**src/rtl/serial_pattern_decoder.sv**
```systemverilog
// Serial pattern decoder: a WIDTH-bit pattern is loaded serially, then the
// incoming serial stream is compared against it once the window is full.
// Produces a registered match pulse, a sticky hit flag, a saturating hit
// counter and an optional one-shot mode that parks in HIT until rearm.
module serial_pattern_decoder #(
   parameter int WIDTH = 8,
   parameter int CNT_W = 8
) (
   input  logic             clk,
   input  logic             clr_n,
   input  logic             prgm_en,
   input  logic             prgm,
   input  logic             sig_en,
   input  logic             sig,
   input  logic             oneshot,
   input  logic             rearm,
   output logic             armed,
   output logic             match,
   output logic             hit,
   output logic [CNT_W-1:0] hit_count,
   output logic [WIDTH-1:0] pattern
);

   // Counters run 0..WIDTH, so they need room for the value WIDTH itself.
   localparam int FILL_W = $clog2(WIDTH + 1);

   typedef enum logic [1:0] {
      EMPTY,
      LOADING,
      ARMED,
      HIT
   } state_t;

   state_t              state;
   logic [WIDTH-1:0]    window;
   logic [FILL_W-1:0]   prgm_cnt;
   logic [FILL_W-1:0]   sig_fill;

   logic [WIDTH-1:0]    candidate;
   logic                fill_ready;
   logic                match_now;
   logic                load_last;

   // Match and load-completion decode for the current edge.
   always_comb begin
      // The window as it will look after this edge's sig bit is shifted in.
      candidate  = {window[WIDTH-2:0], sig};
      // WIDTH-1 bits already held plus the incoming one make a full window.
      fill_ready = (sig_fill >= FILL_W'(WIDTH - 1));
      // A load edge always wins, so it suppresses any match.
      match_now  = (state == ARMED) && sig_en && !prgm_en && fill_ready &&
                   (candidate == pattern);
      load_last  = (state == LOADING) && (prgm_cnt == FILL_W'(WIDTH - 1));
   end

   // Pattern shift register; the first bit loaded ends up in the MSB.
   always_ff @(posedge clk or negedge clr_n) begin
      if (!clr_n) begin
         pattern <= '0;
      end else if (prgm_en) begin
         // NOTE: sequential state uses non-blocking assignments so every
         // register samples pre-edge values, whatever the statement order.
         pattern <= {pattern[WIDTH-2:0], prgm};
      end
   end

   // Signal window; shifts on every sig_en edge regardless of state.
   always_ff @(posedge clk or negedge clr_n) begin
      if (!clr_n) begin
         window <= '0;
      end else if (sig_en) begin
         window <= {window[WIDTH-2:0], sig};
      end
   end

   // Control FSM with load/fill counters and all registered outputs.
   always_ff @(posedge clk or negedge clr_n) begin
      if (!clr_n) begin
         state     <= EMPTY;
         prgm_cnt  <= '0;
         sig_fill  <= '0;
         armed     <= 1'b0;
         match     <= 1'b0;
         hit       <= 1'b0;
         hit_count <= '0;
      end else begin
         match <= match_now;

         // Fill saturates at WIDTH; entry to ARMED overrides this below.
         if (sig_en && (sig_fill != FILL_W'(WIDTH))) begin
            sig_fill <= sig_fill + 1'b1;
         end

         if (prgm_en) begin
            if (state != LOADING) begin
               // Start of a new load discards any previous hit history.
               state     <= LOADING;
               armed     <= 1'b0;
               prgm_cnt  <= FILL_W'(1);
               hit       <= 1'b0;
               hit_count <= '0;
            end else if (load_last) begin
               state    <= ARMED;
               armed    <= 1'b1;
               prgm_cnt <= '0;
               sig_fill <= '0;
            end else begin
               prgm_cnt <= prgm_cnt + 1'b1;
            end
         end else if (match_now) begin
            // A match outranks a coincident rearm, so hit stays set.
            hit <= 1'b1;
            if (hit_count != '1) begin
               hit_count <= hit_count + 1'b1;
            end
            if (oneshot) begin
               state <= HIT;
               armed <= 1'b0;
            end
         end else if (rearm) begin
            hit <= 1'b0;
            if (state == HIT) begin
               state    <= ARMED;
               armed    <= 1'b1;
               sig_fill <= '0;
            end
         end
      end
   end

endmodule

```
**config.mk**
```make
export PLATFORM = sky130hd
export DESIGN_NAME = serial_pattern_decoder
export DESIGN_NICKNAME = d
export VERILOG_FILES = /design/src/rtl/serial_pattern_decoder.sv
export SDC_FILE = /design/constraint.sdc
export NUM_CORES = 1
export LEC_CHECK = 0
export ABC_AREA = 1
export CAP_MARGIN = 10
export CORE_MARGIN = 1
export CORE_UTILIZATION = 31
export CTS_BUF_LIST = sky130_fd_sc_hd__clkbuf_4
export DETAILED_ROUTE_END_ITERATION = 7
export SLEW_MARGIN = 5
export SYNTH_ARGS = -nofsm -noshare
export SYNTH_HDL_FRONTEND = slang
export SYNTH_SLANG_ARGS = --single-unit
```
**constraint.sdc**
```tcl
create_clock -name clk -period 1.4 [get_ports clk]
set_clock_uncertainty 0.15 [all_clocks]
set_input_delay 0.14 -clock clk [delete_from_list [all_inputs] [get_ports clk]]
set_output_delay 0.14 -clock clk [all_outputs]
set_load 0.005 [all_outputs]
```
==> metrics.md, run 1 <==
| Metric | Value |
|---|---|
| Status | `complete, but fails checks` |
| Failing checks | `negative setup slack` |
| R2r endpoint | `state[1]` |
| Max VDD drop | `0.5032 mV` |
| Clock power frac | `13.6%` |
| Post-DRT Antenna Nets | `0` |
| Total number of vias | `1,842` |
| Cells after Synth | `243` |
| Area Growth Syn to Fin | `61.73%` |
| Global-route wire length before repair | `7886 um` |
| CORE AREA | `0.005956 sq mm` |
| Worst setup SP type | `flip-flop` |
| Seq/Total Area, Yosys | `46.78%` |
| Worst slew pin tran | `324.7 ps` |
| Min-delay worst type | `in2async` |
| Period utilisation layout | `115.8%` |
| Die width | `80.82 um` |
| Switching share of power | `37.14%` |
| RSZ-0062 raised after global routing | `true` |
| Global route overflow | `0` |
| Initial DRT Pass Iterations | `4` |
| Utilization after layout | `52.29%` |
| Cell family with most CP delay | `simple AND/OR/NAND/NOR gates` |
| Crit path max-delay cell type | `dfrtp_1` |
| Worst Setup Slack, final | `-220.7 ps` |
| # H-tree levels | `2` |
| Placement Rows | `28` |
| Nets | `353` |
| FMAX | `617.0 MHz` |
| Root Buffer | `clkbuf_4` |
| Max_cap viols | `0` |
| Total Wirelength | `4823 um` |
| Cell Area, Synth | `0.001926 sq mm` |
| Tmin final | `1621 ps` |
| DP Wirelength | `3175 um` |
| Endpoints failing hold | `0` |
| Antenna violations before repair | `0` |
| Syn_nets | `255` |
| Worst path cell trace | `buf_6 > nand2_4 > nand2_1 > inv_1 > nand2_1 > nor2_2 > nand3_4 > nand3_4 > nand3_4 > nand2_2 > nand2_1` |
| Share of flip-flops with an asynchronous set or reset | `100.0%` |
| Mux share of post-synthesis cell area | `0%` |
| Warnings from Yosys | `0` |
| Internal power | `0.002576 W` |
| # DRC | `0` |
| XOR/XNOR Fraction of Synth Area | `3.639%` |
| Cell variety after synth | `29` |
| Worst path max stage delay | `400 ps` |
| Initial core utilization | `32.33%` |
| IO Pins | `27` |
| Pre-CTS setup slack | `-489.5 ps` |
| Layout cells sized above 1 | `45.03%` |
| Switching power | `0.001522 W` |
| DRT iter0 DRCs | `62` |
| Critical Path Sink Type | `flip-flop` |
| Chip Height | `80.82 um` |
| Commonest register cell after synthesis | `dfrtp_1` |
| Main combinational cell family by area after synthesis | `simple AND/OR/NAND/NOR gates` |
| Number of synthesized flops with an enable pin | `0` |
| CP Data Arrival Time | `1700 ps` |
| Total CTS buffers | `5` |
| Rel. slew slack | `78.19%` |
| #FFs+latches synth | `36` |
| TritonCTS clock tree | `built` |
| Compound-cell area share of the yosys netlist | `8.642%` |
| CP max FO | `3` |
| Endpoints failing setup | `16` |
| Clock Latency Late Sink | `340 ps` |
| Largest net degree at the start of global routing | `37` |
| Buf/Inv on CP | `2` |
| Wire per inst | `11.57 um` |
| Vias per inst | `4.417` |
| Clock edge transition at the registers on the reported setup and hold paths | `110 ps` |
| N_diodes | `0` |
| Comb pwr share | `50.6%` |
| Post-synthesis area per instance | `7.924 sq um` |
| Die ar. | `0.006531 sq mm` |
| Critical R2R Launch | `pattern[4]` |
| Pins Over Slew Limit | `0` |
| GP Congestion | `0.7811` |
| Synth Area in Adders | `2.599%` |
| Flop pwr share | `35.8%` |
| Commonest cells after routing, fill and taps aside | `nand2_1, buf_4, dfrtp_1` |
| Worst Path Required | `1480 ps` |
| Pleak | `1.613 nW` |
| R2r setup slk | `-220 ps` |
| Filler instances | `551` |
| Critical path type | `reg2reg` |
| Vias in the first global route | `1,714` |
| Buffers on Ports | `26` |
| Post-synthesis simple-gate area fraction | `29.89%` |
| Reg2Reg Depth | `11` |
| Clock Path Buffers | `2` |
| Most common cell after layout, fill and taps aside | `nand2_1` |
| Clock sinks | `36` |
| GRT Util Overall | `15.79%` |
| Power per cell area | `1316 mW/mm^2` |
-- power groups by stage --
stage / combinational [W] / clock (W) / sequential [W]
after global routing: 0.00228 / 0.000633 / 0.00150
after floorplan: 0.000771 / 0 / 0.00148
final: 0.00207 / 0.000558 / 0.00147
after CTS: 0.00186 / 0.000587 / 0.00145
after global placement: 0.00159 / 0 / 0.00146
after detailed placement: 0.00162 / 0 / 0.00147
-- sequential cells by signal (all words and copies together) (netlist names) --
register / cells
hit: 1
sig_fill: 4
match: 1
hit_count: 8
prgm_cnt: 4
state: 2
window: 7
armed: 1
pattern: 8
-- per-stage QoR --
stage | std cells | hold WS (ps) | cell area (sq um) | TNS (ps) | total power (W)
final | 417 | 144.9 | 3114 | -2395 | 0.004097
after global placement | 389 | -30.23 | 2663 | -6221 | 0.003054
after global routing | 417 | 166.2 | 3114 | -4022 | 0.004413
after floorplan | 243 | -305.6 | 1953 | -708.6 | 0.002249
after detailed placement | 389 | -28.61 | 2663 | -7026 | 0.003085
after CTS | 414 | 130.5 | 2978 | -2069 | 0.003890
-- kinds of logic (layout without fill, tap and decap cells) --
| logic type | count (synthesis) | count (layout) |
|---|---|---|
| simple gates | 126 | 127 |
| buf+inv | 41 | 139 |
| flops | 36 | 36 |
| compound gates | 28 | 28 |
| xor+xnor | 8 | 8 |
| fa+ha+maj | 4 | 4 |
-- cell usage after synthesis, types with 2 or more instances --
| cell | instances | share of area (%) |
|---|---|---|
| nor2_2 | 2 | 0.65 |
| or2_2 | 2 | 0.65 |
| xor2_1 | 8 | 3.6 |
| o21ai_0 | 18 | 4.7 |
| nand2_1 | 79 | 15 |
| o21ai_2 | 5 | 2.3 |
| nand4_1 | 5 | 1.6 |
| nand2_4 | 2 | 1.2 |
| nor2_1 | 14 | 2.7 |
| ha_1 | 4 | 2.6 |
| nor3_1 | 4 | 1.0 |
| nand3_1 | 12 | 3.1 |
| inv_1 | 33 | 6.4 |
| clkbuf_1 | 3 | 0.58 |
| inv_2 | 3 | 0.58 |
| dfrtp_1 | 36 | 47 |
-- cell type report --
type	count	area, sq um	area share [%]
timing repair buffer	95	793.3	25.47
sequential	36	902.1	28.97
inverter	36	147.6	4.741
clock inverter	1	3.754	0.1205
clock buffer	7	52.55	1.687
tap	75	93.84	3.013
multi-input combinational	167	1121	36.00
-- repair_timing --
item                                    CTS  global route
endpoints found under the setup margin   36            28
hold buffers                              1             0
setup buffers                            15             8
pin swaps                                17            24
endpoints found under the hold margin    36             0
gates resized for setup                  70            54
gates cloned                              1             0
-- worst max-delay path by stage --
stage,slack [ps],from,end,cells past startpoint
2_1_floorplan,-90,hit_count[0],hit_count[6],8
3_3_place_gp,-440,sig_en,armed,10
3_5_place_dp,-490,sig_en,state[1],10
4_1_cts,-160,sig_fill[1],hit_count[5],9
5_1_grt,-300,window[3],state[1],9
6_report,-220,pattern[4],state[1],11
-- routing by layer --
metal / share of wire (%) / global-route usage (%) / wire length (um) / vias up
met5: 0 / 0 / 0 / -
li1: - / - / - / 961
met4: 1.3 / 4.821 / 61 / 0
met2: 51 / 26.47 / 2483 / 16
met1: 45 / 20.48 / 2179 / 859
met3: 2.0 / 3.034 / 98 / 6
-- worst reg2reg max path, delay by kind of cell, from the launching register on --
kind | cells | cell delay [ps]
buf+inv | 2 | 170
flops | 1 | 400
simple gates | 9 | 770
Note: power is estimated with default switching activity, not from simulation.
==> inputs of run 2 (changes only) <==
--- a/config.mk
+++ b/config.mk
@@ -6,6 +6,7 @@
 export NUM_CORES = 1
 export LEC_CHECK = 0
 export ABC_AREA = 1
+export ABC_CLOCK_PERIOD_IN_PS = 1700
 export CAP_MARGIN = 10
 export CORE_MARGIN = 1
 export CORE_UTILIZATION = 31
==> constraint.sdc (replaced) <==
create_clock -name clk -period 1.7 [get_ports clk]
set_clock_uncertainty 0.15 [all_clocks]
set_input_delay 0.17 -clock clk [delete_from_list [all_inputs] [get_ports clk]]
set_output_delay 0.17 -clock clk [all_outputs]
set_load 0.005 [all_outputs]
==> run 2 against run 1 <==
Combinational power is 47% lower. Utilization shrank 9.4 points. Design area decreased by 18%. Global-route usage down 1.8 points. Total power shrank 32%. Highest routed layer unchanged. Sequential cell count stayed put. Wire length shrank 17%. Clock power shrank 14%. The flow now finishes without violations. Hold slack better by 3.1 ps.
==> metrics.md, run 2 (same netlist as run 1, synthesis figures left out) <==
| Metric | Value |
|---|---|
| TritonCTS clock tree | `built` |
| Comb pwr share | `39.1% (-12 points)` |
| Final Non-Filler Cells | `369 (-12%)` |
| Clock Latency Late Sink | `340 ps (about the same)` |
| Placed cell count | `358 (-8.0%)` |
| Worst Path Required | `1380 ps (-100 ps)` |
| Worst setup SP type | `flip-flop` |
| Root Buffer | `clkbuf_4` |
| Tmin final | `1653 ps` |
| GRT busiest layer | `met2` |
| Status | `complete, no violations` |
| Worst slew pin tran | `456.0 ps (+131.3 ps)` |
| GP Congestion | `0.8018 (+2.7%)` |
| N_diodes | `0 (unchanged)` |
| RSZ-0062 raised after global routing | `true` |
| CP Data Arrival Time | `1330 ps (-370 ps)` |
| Endpoints failing setup | `0 (-16)` |
| Nets | `305 (-14%)` |
| Clock Path Buffers | `2 (unchanged)` |
| # DRC | `0 (unchanged)` |
| Sum Neg Setup Slack | `0 ps (+2395 ps)` |
| Reg2Reg Depth | `9 (-2)` |
| Buffers on Ports | `26 (unchanged)` |
| Critical Path Sink Type | `output port` |
| Total Wirelength | `4027 um (-17%)` |
| Layout cells sized above 1 | `21.43% (-24 points)` |
| WP depth | `2 (-9)` |
| Pins Over Slew Limit | `0 (unchanged)` |
| Internal power | `0.001767 W (-31%)` |
| Pre-CTS setup slack | `-154.0 ps (+335.5 ps)` |
| Placement Rows | `28 (unchanged)` |
| Grt met3 use | `3.483% (+0.45 points)` |
| Die ar. | `0.006531 sq mm (unchanged)` |
| Met2 Track Usage GR | `22.44% (-4.0 points)` |
| Total number of vias | `1,656 (-10%)` |
| Switching power | `0.001013 W (-33%)` |
| FMAX | `604.9 MHz` |
| Buf/Inv on CP | `2 (unchanged)` |
| Hold_ws | `147.9 ps (+3.098 ps)` |
| Post-DRT Antenna Nets | `0 (unchanged)` |
| Setup crit start | `hit_count[0]` |
| Global route overflow | `0 (unchanged)` |
| Clock sinks | `36 (unchanged)` |
| DP Wirelength | `3004 um (-5.4%)` |
| Largest net degree at the start of global routing | `24 (-35%)` |
| R2r setup slk | `120 ps (+340 ps)` |
| Endpoints failing hold | `0 (unchanged)` |
| Critical path type | `reg2out` |
| Vias per inst | `4.488 (+1.6%)` |
| Initial DRT Pass Iterations | `4 (unchanged)` |
| Antenna violations before repair | `0 (unchanged)` |
| Wire per inst | `10.91 um (-5.6%)` |
| Global-route wire length before repair | `7010 um (-11%)` |
| CP max FO | `4 (+1)` |
| Top flop regs | `hit_count: 8 flops, pattern: 8 flops, window: 7 flops` |
| Min-delay worst type | `in2async` |
| Power per cell area | `1089 mW/mm^2 (-17%)` |
| Worst Setup Slack, final | `46.77 ps (+267.5 ps)` |
| Met1 GRT Util | `18.11% (-2.4 points)` |
| GRT Util Overall | `14.02% (-1.8 points)` |
| Initial core utilization | `32.33% (unchanged)` |
| CORE AREA | `0.005956 sq mm (unchanged)` |
| Flop pwr share | `43.6% (+7.8 points)` |
| Area Growth Syn to Fin | `32.62%` |
| Switching share of power | `36.43% (-0.71 points)` |
| # H-tree levels | `2 (unchanged)` |
| Rel. slew slack | `69.60% (-8.6 points)` |
| Clock power frac | `17.3% (+3.7 points)` |
| Critical Path Sink | `hit_count[0]` |
| Pleak | `1.267 nW (-21%)` |
| Worst path cell trace | `buf_4 > clkdlybuf4s50_1` |
| Worst path max stage delay | `490 ps (+90 ps)` |
| Vias in the first global route | `1,539 (-10%)` |
| DRT iter0 DRCs | `43 (-31%)` |
| Die width | `80.82 um (unchanged)` |
| R2r endpoint | `hit_count[5]` |
| Period utilisation layout | `97.25%` |
| Chip Height | `80.82 um (unchanged)` |
| Cell family with most CP delay | `buffers and inverters` |
| Total CTS buffers | `5 (unchanged)` |
| Clock edge transition at the registers on the reported setup and hold paths | `110 ps (about the same)` |
| Most common cell after layout, fill and taps aside | `nand2_1` |
| Max_cap viols | `0 (unchanged)` |
| Critical R2R Launch | `sig_fill[0]` |
| Max VDD drop | `0.4838 mV (-3.9%)` |
| Crit path max-delay cell type | `clkdlybuf4s50_1` |
| Commonest cells after routing, fill and taps aside | `nand2_1, dfrtp_1, inv_1` |
| IO Pins | `27 (unchanged)` |
## run 2: worst min path at each step
stage / from / end
2_1_floorplan: clr_n / armed
3_3_place_gp: clr_n / prgm_cnt[1]
3_5_place_dp: clr_n / prgm_cnt[1]
4_1_cts: clr_n / hit_count[1]
5_1_grt: clr_n / pattern[0]
6_report: clr_n / prgm_cnt[1]
## run 2: cell type report
type / count / area, sq um
clock buffer: 7 / 52.55
fill: 618 / 3402
inverter: 36 / 137.6
tap: 75 / 93.84
clock inverter: 1 / 3.754
timing repair buffer: 48 / 435.4
multi-input combinational: 166 / 925.9
sequential: 36 / 904.6
## run 2: what timing repair did
action	4_1_cts	5_1_grt
hold endpoints to repair	36	0
hold buffers	1	0
endpoints found under the setup margin	0	17
setup buffers	0	2
gates resized for setup	0	19
## run 2: power groups by stage
stage               Sequential (W)  Clock, W  Combinational [W]
floorplan                  0.00121         0           0.000606
CTS                        0.00121  0.000487            0.00102
global placement           0.00122         0           0.000994
global route               0.00124  0.000527            0.00125
detailed placement         0.00123         0            0.00101
finish                     0.00121  0.000481            0.00109
## run 2: routing by layer
| layer | vias up | wire [um] |
|---|---|---|
| met4 | 0 | 71 |
| met3 | 7 | 118 |
| met2 | 22 | 1910 |
| met5 | - | 0 |
| li1 | 861 | - |
| met1 | 766 | 1927 |
## run 2: per-stage QoR
stage	total power, W	util, %	cell area (sq um)
2_1_floorplan	0.001816	-	1926
3_3_place_gp	0.002218	40.34	2402
3_5_place_dp	0.002238	40.34	2402
4_1_cts	0.002717	41.45	2469
5_1_grt	0.003021	42.88	2554
6_report	0.002780	42.88	2554
==> inputs of run 3 (changes only) <==
--- a/config.mk
+++ b/config.mk
@@ -9,9 +9,11 @@
 export ABC_CLOCK_PERIOD_IN_PS = 1700
 export CAP_MARGIN = 10
 export CORE_MARGIN = 1
-export CORE_UTILIZATION = 31
+export CORE_UTILIZATION = 60
 export CTS_BUF_LIST = sky130_fd_sc_hd__clkbuf_4
 export DETAILED_ROUTE_END_ITERATION = 7
+export DONT_BUFFER_PORTS = 1
+export PLACE_DENSITY = 0.76
 export SLEW_MARGIN = 5
 export SYNTH_ARGS = -nofsm -noshare
 export SYNTH_HDL_FRONTEND = slang
==> run 3 against run 2 <==
Sequential share of layout area rose by 3.8 points. Global-route usage rose by 12 points. Utilization rose by 33 points. Sequential power barely moved. Clock power fell by 7.9%. Maximum frequency fell by 1.3%. Via count fell by 0.48%. Total power fell by 6.3%. Register-to-register slack got worse by 90 ps. Critical path type is now reg2reg. Critical endpoint is now state[1]. Highest routed layer unchanged.
==> metrics.md, run 3 (same netlist as run 1, synthesis figures left out) <==
| Metric | Value |
|---|---|
| Clock Latency Late Sink | `340 ps (about the same)` |
| Global-route wire length before repair | `6672 um (-4.8%)` |
| Rel. slew slack | `67.74% (-1.9 points)` |
| Pleak | `1.176 nW (-7.2%)` |
| Most common cell after layout, fill and taps aside | `nand2_1` |
| Die ar. | `0.003440 sq mm (-47%)` |
| Placement Rows | `20 (-29%)` |
| Critical Path Sink Type | `flip-flop` |
| Min-delay worst type | `in2reg` |
| Global route overflow | `0 (unchanged)` |
| Post-DRT Antenna Nets | `0 (unchanged)` |
| Area Growth Syn to Fin | `19.75%` |
| Worst Path Required | `1790 ps (+410 ps)` |
| Vias per inst | `5.316 (+18%)` |
| Comb pwr share | `35.6% (-3.5 points)` |
| Chip Height | `58.65 um (-27%)` |
| Vias in the first global route | `1,540 (+0.065%)` |
| DP Wirelength | `2628 um (-13%)` |
| Root Buffer | `clkbuf_4` |
| Antenna violations before repair | `0 (unchanged)` |
| Tmin final | `1675 ps (+21.58 ps)` |
| Switching power | `0.0009979 W (-1.5%)` |
| FMAX | `597.1 MHz (-1.3%)` |
| Final Non-Filler Cells | `310 (-16%)` |
| DRT iter0 DRCs | `115 (+170%)` |
| IO Pins | `27 (unchanged)` |
| Total CTS buffers | `5 (unchanged)` |
| Nets | `278 (-8.9%)` |
| Initial DRT Pass Iterations | `4 (unchanged)` |
| CP max FO | `4 (unchanged)` |
| Max_cap viols | `0 (unchanged)` |
| Buffers on Ports | `0 (-100%)` |
| Endpoints failing hold | `0 (unchanged)` |
| Area of placed instances | `0.001976 sq mm (-18%)` |
| Critical path type | `reg2reg` |
| GP Congestion | `0.8018 (unchanged)` |
| Period utilisation layout | `98.52% (+1.3 points)` |
| Pins Over Slew Limit | `0 (unchanged)` |
| Total Wirelength | `4094 um (+1.7%)` |
| RSZ-0062 raised after global routing | `true` |
| Clock edge transition at the registers on the reported setup and hold paths | `100 ps (about the same)` |
| Wire per inst | `13.21 um (+21%)` |
| N_diodes | `0 (unchanged)` |
| Commonest cells after routing, fill and taps aside | `nand2_1, dfrtp_1, inv_1` |
| Filler instances | `226 (-63%)` |
| Clock sinks | `36 (unchanged)` |
| GRT Util Overall | `26.33% (+12 points)` |
| Flop pwr share | `47.4% (+3.8 points)` |
| # DRC | `0 (unchanged)` |
| Fin area | `0.002306 sq mm (-9.7%)` |
| Hold_ws | `41.38 ps (-106.6 ps)` |
| Placed cell count | `285 (-20%)` |
| Total number of vias | `1,648 (-0.48%)` |
| Internal power | `0.001606 W (-9.1%)` |
| Worst setup SP type | `flip-flop` |
| Max VDD drop | `0.6823 mV (+41%)` |
| Largest net degree at the start of global routing | `37 (+54%)` |
| Status | `complete, no violations` |
| Utilization after layout | `75.53% (+33 points)` |
| Clock Path Buffers | `2 (unchanged)` |
| Initial core utilization | `63.07% (+31 points)` |
| Layout cells sized above 1 | `18.80% (-2.6 points)` |
| Worst slew pin tran | `483.9 ps (+27.83 ps)` |
| Power per cell area | `1129 mW/mm^2 (+3.7%)` |
| Die width | `58.65 um (-27%)` |
| TritonCTS clock tree | `built` |
| Endpoints failing setup | `0 (unchanged)` |
| Switching share of power | `38.33% (+1.9 points)` |
| CORE AREA | `0.003053 sq mm (-49%)` |
| Top flop regs | `hit_count: 8 flops, pattern: 8 flops, window: 7 flops` |
| Clock power frac | `17.0% (-0.3 points)` |
| # H-tree levels | `2 (unchanged)` |
| CP Data Arrival Time | `1760 ps (+430 ps)` |
-- run 3: cell types whose count changed in the layout (fill, tap and decap cells not counted), sizes merged --
| cell | before | now |
|---|---|---|
| buf | 22 | 5 |
| clkbuf | 7 | 6 |
| dlymetal6s4s | 0 | 1 |
| nand2 | 82 | 83 |
| clkdlybuf4s50 | 25 | 0 |
| dlygate4sd3 | 1 | 14 |
-- run 3: what timing repair did --
item / 4_1_cts / 5_1_grt
pin swaps: 1 / 10
endpoints found under the hold margin: 64 / 0
setup endpoints to repair: 3 / 15
cloned: 0 / 1
hold buffers: 16 / 0
setup buffers: 1 / 0
resized for setup: 1 / 24
-- run 3: per-stage QoR --
stage          worst slack [ps]  power [W]  setup TNS (ps)
2_1_floorplan             141.6   0.001816               0
3_3_place_gp              53.00   0.001956               0
3_5_place_dp              21.25   0.001989               0
4_1_cts                   18.97   0.002519               0
5_1_grt                  -82.02   0.002802          -295.4
6_report                  25.19   0.002604               0
-- run 3: critical path: stages, from the launching register on --
cell,delay (ps)
dfrtp_1,400
inv_1,130
nand2_1,70
nor2_1,140
nand2_1,80
nor2_2,160
nand3_2,120
nand3_2,110
nand3_2,100
nand2_1,80
nand2_1,50
-- run 3: layout make-up --
type | count | area [sq um] | share of cell area (%)
timing repair buffer | 20 | 202.7 | 8.790
tap | 44 | 55.05 | 2.387
multi-input combinational | 167 | 957.2 | 41.51
sequential | 36 | 903.4 | 39.18
clock inverter | 1 | 5.005 | 0.2170
clock buffer | 6 | 45.04 | 1.953
inverter | 36 | 137.6 | 5.969
-- run 3: worst paths after layout --
check	cells past startpoint	to	slack, ps	start
hold / removal	2	prgm_cnt[1]	40	prgm_en
min in group asynchronous	2	pattern[3]	120	clr_n
setup reg to reg	10	state[1]	30	state[0]
setup / recovery	10	state[1]	30	state[0]
hold reg to reg	2	armed	360	armed
max in group asynchronous	2	hit_count[3]	1090	clr_n
-- run 3: power groups by stage --
stage / clock network, W / logic, W / registers [W]
floorplan: 0 / 0.000606 / 0.00121
global placement: 0 / 0.000722 / 0.00123
detailed placement: 0 / 0.000752 / 0.00124
CTS: 0.000459 / 0.000839 / 0.00122
global route: 0.000493 / 0.00105 / 0.00126
finish: 0.000443 / 0.000926 / 0.00124
-- run 3: layer usage --
metal	part of all wire, %	track usage, %	wire length (um)	vias up
met5	0	0	0	-
met4	1.3	7.483	55	0
met3	5.3	7.253	218	8
met2	51	45.32	2090	50
met1	42	32.61	1730	778
li1	-	-	-	812
